[src/rtl/lane_dispatch5.sv]
// rtl/lane_dispatch5.sv - single-transaction dispatcher to NUM_LANES lanes with unicast/broadcast,
// per-lane handshakes, and drop accounting for out-of-range lane indices.
module lane_dispatch5 #(
  parameter int DATA_W    = 16,
  parameter int NUM_LANES = 5,
  parameter int IDX_W     = 3,
  parameter int CNT_W     = 8
) (
  input  logic                 clk,
  input  logic                 rst_n,
  input  logic                 in_valid,
  output logic                 in_ready,
  input  logic [IDX_W-1:0]     in_lane,
  input  logic                 in_bcast,
  input  logic [DATA_W-1:0]    in_data,
  output logic [NUM_LANES-1:0] out_valid,
  input  logic [NUM_LANES-1:0] out_ready,
  output logic [DATA_W-1:0]    out_data,
  output logic                 busy,
  output logic                 err_bad_lane,
  output logic [CNT_W-1:0]     drop_count
);

  typedef enum logic {IDLE, HOLD} state_t;

  state_t               state_q, state_d;
  logic [NUM_LANES-1:0] pending_q, pending_d;
  logic [DATA_W-1:0]    data_q, data_d;
  logic                 err_q, err_d;
  logic [CNT_W-1:0]     cnt_q, cnt_d;
  logic                 xfer;
  logic                 lane_ok;

  // Ready when every still-pending lane is handshaking now, so a completing cycle can take the next one.
  assign in_ready = (state_q == IDLE) || ((pending_q & ~out_ready) == '0);
  assign xfer     = in_valid && in_ready;
  assign lane_ok  = in_bcast || (in_lane < IDX_W'(NUM_LANES));

  always_comb begin
    pending_d = pending_q & ~out_ready;
    data_d    = data_q;
    err_d     = 1'b0;
    cnt_d     = cnt_q;
    if (xfer) begin
      if (lane_ok) begin
        data_d    = in_data;
        pending_d = in_bcast ? {NUM_LANES{1'b1}} : (NUM_LANES'(1) << in_lane);
      end else begin
        err_d = 1'b1;
        if (cnt_q != {CNT_W{1'b1}}) cnt_d = cnt_q + CNT_W'(1);
      end
    end
    state_d = (pending_d == '0) ? IDLE : HOLD;
  end

  always_ff @(posedge clk) begin
    if (!rst_n) begin
      state_q   <= IDLE;
      pending_q <= '0;
      data_q    <= '0;
      err_q     <= 1'b0;
      cnt_q     <= '0;
    end else begin
      state_q   <= state_d;
      pending_q <= pending_d;
      data_q    <= data_d;
      err_q     <= err_d;
      cnt_q     <= cnt_d;
    end
  end

  assign out_valid    = pending_q;
  assign out_data     = data_q;
  assign busy         = (state_q == HOLD);
  assign err_bad_lane = err_q;
  assign drop_count   = cnt_q;

endmodule
[config.mk]
export PLATFORM = sky130hd
export DESIGN_NAME = lane_dispatch5
export DESIGN_NICKNAME = d
export VERILOG_FILES = /design/src/rtl/lane_dispatch5.sv
export SDC_FILE = /design/constraint.sdc
export NUM_CORES = 1
export LEC_CHECK = 0
export ABC_AREA = 1
export CAP_MARGIN = 20
export CORE_MARGIN = 2
export CORE_UTILIZATION = 42
export DETAILED_ROUTE_END_ITERATION = 6
export GPL_TIMING_DRIVEN = 1
export MAX_ROUTING_LAYER = met4
export PLACE_DENSITY = 0.78
export SLEW_MARGIN = 20
export SYNTH_ARGS = -nofsm -noshare
export SYNTH_HDL_FRONTEND = slang
export SYNTH_SLANG_ARGS = --single-unit
[constraint.sdc]
create_clock -name clk -period 2.1 [get_ports clk]
set_input_delay 0.63 -clock clk [delete_from_list [all_inputs] [get_ports clk]]
set_output_delay 0.63 -clock clk [all_outputs]
set_load 0.03 [all_outputs]
==> flow_summary_export.csv <==
group,metric,value,unit
clocking,cts_root_buffer,"clkbuf_4",
floorplanning,rows,21,
logic_synthesis,synth_top_family_by_area,"simple AND/OR/NAND/NOR gates",
status,outcome,"complete, no violations",
final_layout,num-nets-final,308,
setup_path,start_kind,"register",
logic_synthesis,synth.mux.area_fraction,0,
routing,wl_per_cell,11.8,um
floorplanning,dieHeight,63.2,um
min_path,hold_path.class,"reg -> reg",
routing,first_iter_violations,68,
clocking,htreeDepth,2,
timing,max_slew_margin,0.780,
placed_design,place.port_buffers,59,
power,ir_worst_vdd,0.470,mV
setup_path,crit_buf_inv,1,
setup_path,worstPathArrival,1.39,ns
logic_synthesis,synth_area_leaders,"dfxtp_1 (42%), nand2_1 (10%), a21oi_1 (9.9%), nand3_1 (8.5%), inv_1 (4.1%)",
timing,rsz0062_at_grt,"false",
timing,setup_viol,0,
timing,tightest_slew,0.329,ns
setup_path,worstSetupPathType,"reg -> out",
logic_synthesis,syn_nets,224,
clocking,clock_latency,0.33,ns
logic_synthesis,synthAdderAreaFrac,0.00850,
timing,holdWs,0.466,ns
clocking,clk_pin_slew,0.10,ns
clocking,cts_num_sinks,31,
routing,drtPass1Iterations,4,
routing,final_antenna_net_count,0,
setup_path,cp_cell_sequence,"clkdlybuf4s50_1",
floorplanning,die_w,63.2,um
floorplanning,ios,60,
timing,fmax,496,MHz
grt,antenna_found_initial,0,
setup_path,crit_path_max_fanout,2,
logic_synthesis,synth_xor_area_frac,0.0416,
setup_path,path_delay_family,"buffers and inverters",
timing,hold_viol,0,
logic_synthesis,synth_top_area_frac,0.421,
clocking,cts.hold.buffers_added,0,
setup_path,worstPathRequired,1.47,ns
power,p_per_area,630,nW/um^2
routing,vias,1585,
final_layout,synthToLayoutAreaGrowth,62.3,%
final_layout,drive_gt1_frac,0.175,
grt,grt_overflow,0,
logic_synthesis,synthDistinctLibCells,26,
logic_synthesis,synth-seq-cells,31,
logic_synthesis,avgSynthCellArea,7.55,um^2
logic_synthesis,yosys.area_share.simple,0.298,
clocking,cts_tree,"done",
setup_path,slowest_stage,"clkdlybuf4s50_1",
clocking,numCtsBuffers,5,
routing,post-route-drc-count,0,
timing,totalNegativeSetupSlack,0,ns
routing,via_per_inst,4.86,
floorplanning,initial_utilization,0.438,
logic_synthesis,synth_compound_area_frac,0.144,
logic_synthesis,ys_seq_area_frac,0.421,
setup_path,max_stage_delay,0.68,ns
routing,routed_wl,3.85,mm
job,cap_violations,0,
logic_synthesis,yosys_warnings,0,
clocking,cts_buffer_depth,2,
placed_design,gp_congestion,0.850,
timing,drv_slew,0,
logic_synthesis,synthCells,195,
grt,grt_start_max_net_pins,17,
timing,skew,0.00939,ns
grt,grt_usage,0.215,
grt,grt_pass1_wl,6.77,mm
final_layout,num_antenna_cells,0,
timing,period_needed,2.02,ns
floorplanning,core-area,3360,um^2
timing,period_share,0.960,
logic_synthesis,yosysTopAreaCell,"dfxtp_1",
floorplanning,die-area,4000,um^2
logic_synthesis,netlist_area,1470,um^2
power,p_leak,1.11,nW
grt,grt_pass1_vias,1558,
setup_path,critPathCaptureType,"primary output",
placed_design,hpwlAfterDp,2.82,mm
[logic make-up after synthesis]
| kind of cell | Yosys count |
|---|---|
| AO/OA/AOI/OAI | 39 |
| XOR/XNOR | 7 |
| adder cells (fa/ha/maj) | 1 |
| buffers and inverters | 26 |
| flip-flops | 31 |
| AND/OR/NAND/NOR | 91 |
[state kept, by name, summed over array words and instances (netlist names)]
signal        flops
out_valid         5
drop_count        8
err_bad_lane      1
busy              1
out_data         16
[worst paths after layout]
kind              slack [ns]                        from                  endpoint  cells past startpoint
setup / recovery        0.08  drop_count[2]$_SDFFE_PN0P_             drop_count[2]                      1
hold / removal          0.47    out_data[4]$_SDFFE_PN0P_  out_data[4]$_SDFFE_PN0P_                      2
setup reg to reg        0.37     out_valid[2]$_SDFF_PN0_           busy$_SDFF_PN0_                     16
hold reg to reg         0.47    out_data[4]$_SDFFE_PN0P_  out_data[4]$_SDFFE_PN0P_                      2
[area by class of cell]
cell class              count  area (um^2)
well taps                  46         57.6
clock inverters             2         35.0
flip-flops and latches     31          621
repair buffers             85          815
inverters                  18         72.6
clock buffers               6         51.3
fillers                   302          973
multi-input cells         138          738
[synth_stat cells (all sizes together)]
library cell and instances:
nand2 43, nor2 11, o21bai 1, nand3 28
nor3 2, ha 1, clkinv 2, clkbuf 3
o21ai 9, buf 5, dfxtp 31, inv 16
xor2 5, xnor2 2, a21oi 29, nand4 7
[routing by layer]
layer / wire [um] / global-route usage / share of wire
met1: 1740 / 0.248 / 0.45
met2: 1900 / 0.371 / 0.49
met3: 153 / 0.0411 / 0.040
met4: 47 / 0.0815 / 0.012
met5: 0 / - / 0
[placed cells by master, fill, tap and decap left out]
master / synthesis / layout
clkdlybuf4s50_1: 0 / 45
nand2_1: 40 / 37
dfxtp_1: 31 / 31
a21oi_1: 29 / 29
nand3_1: 25 / 24
buf_4: 2 / 24
inv_1: 16 / 16
nor2_1: 10 / 10
dlygate4sd2_1: 0 / 8
nand4_1: 7 / 7
o21ai_0: 7 / 7
xor2_1: 5 / 5
clkbuf_4: 0 / 5
dlymetal6s2s_1: 0 / 5
nand2_2: 1 / 4
nand3_2: 2 / 3
nand2_4: 2 / 2
xnor2_1: 2 / 2
nor3_1: 2 / 2
buf_12: 0 / 2
o21ai_2: 1 / 1
o21bai_4: 1 / 1
clkinv_4: 1 / 1
nor2_2: 1 / 1
clkinv_1: 1 / 1
nand3_4: 1 / 1
o21ai_1: 1 / 1
ha_1: 1 / 1
clkinv_2: 0 / 1
bufinv_16: 0 / 1
clkbuf_8: 0 / 1
buf_6: 2 / 1
[timing repair]
item                                    in CTS  in global routing
hold endpoints to repair                     0                  0
gates resized for setup                     12                  6
endpoints found under the setup margin       4                  6
gates cloned                                 0                  0
setup buffers                                8                  0
pin swaps                                    2                  0
[report_power, final]
part / internal, mW / switching (mW)
sequential: 0.620 / 0.0185
combinational: 0.182 / 0.200
clock: 0.281 / 0.203
total: 1.08 / 0.422
[through the flow]
step / setup slack [ns] / total power, mW / utilization / instance area [um^2] / instances
2_1_floorplan: 0.314 / 0.849 / - / 1470 / 195
3_3_place_gp: -0.136 / 1.02 / 0.661 / 2220 / 310
3_5_place_dp: -0.143 / 1.02 / 0.661 / 2220 / 310
4_1_cts: 0.00162 / 1.51 / 0.705 / 2370 / 326
5_1_grt: 0.0129 / 1.58 / 0.711 / 2390 / 326
6_report: 0.0846 / 1.50 / 0.711 / 2390 / 326
(Power assumes the default switching activity.)
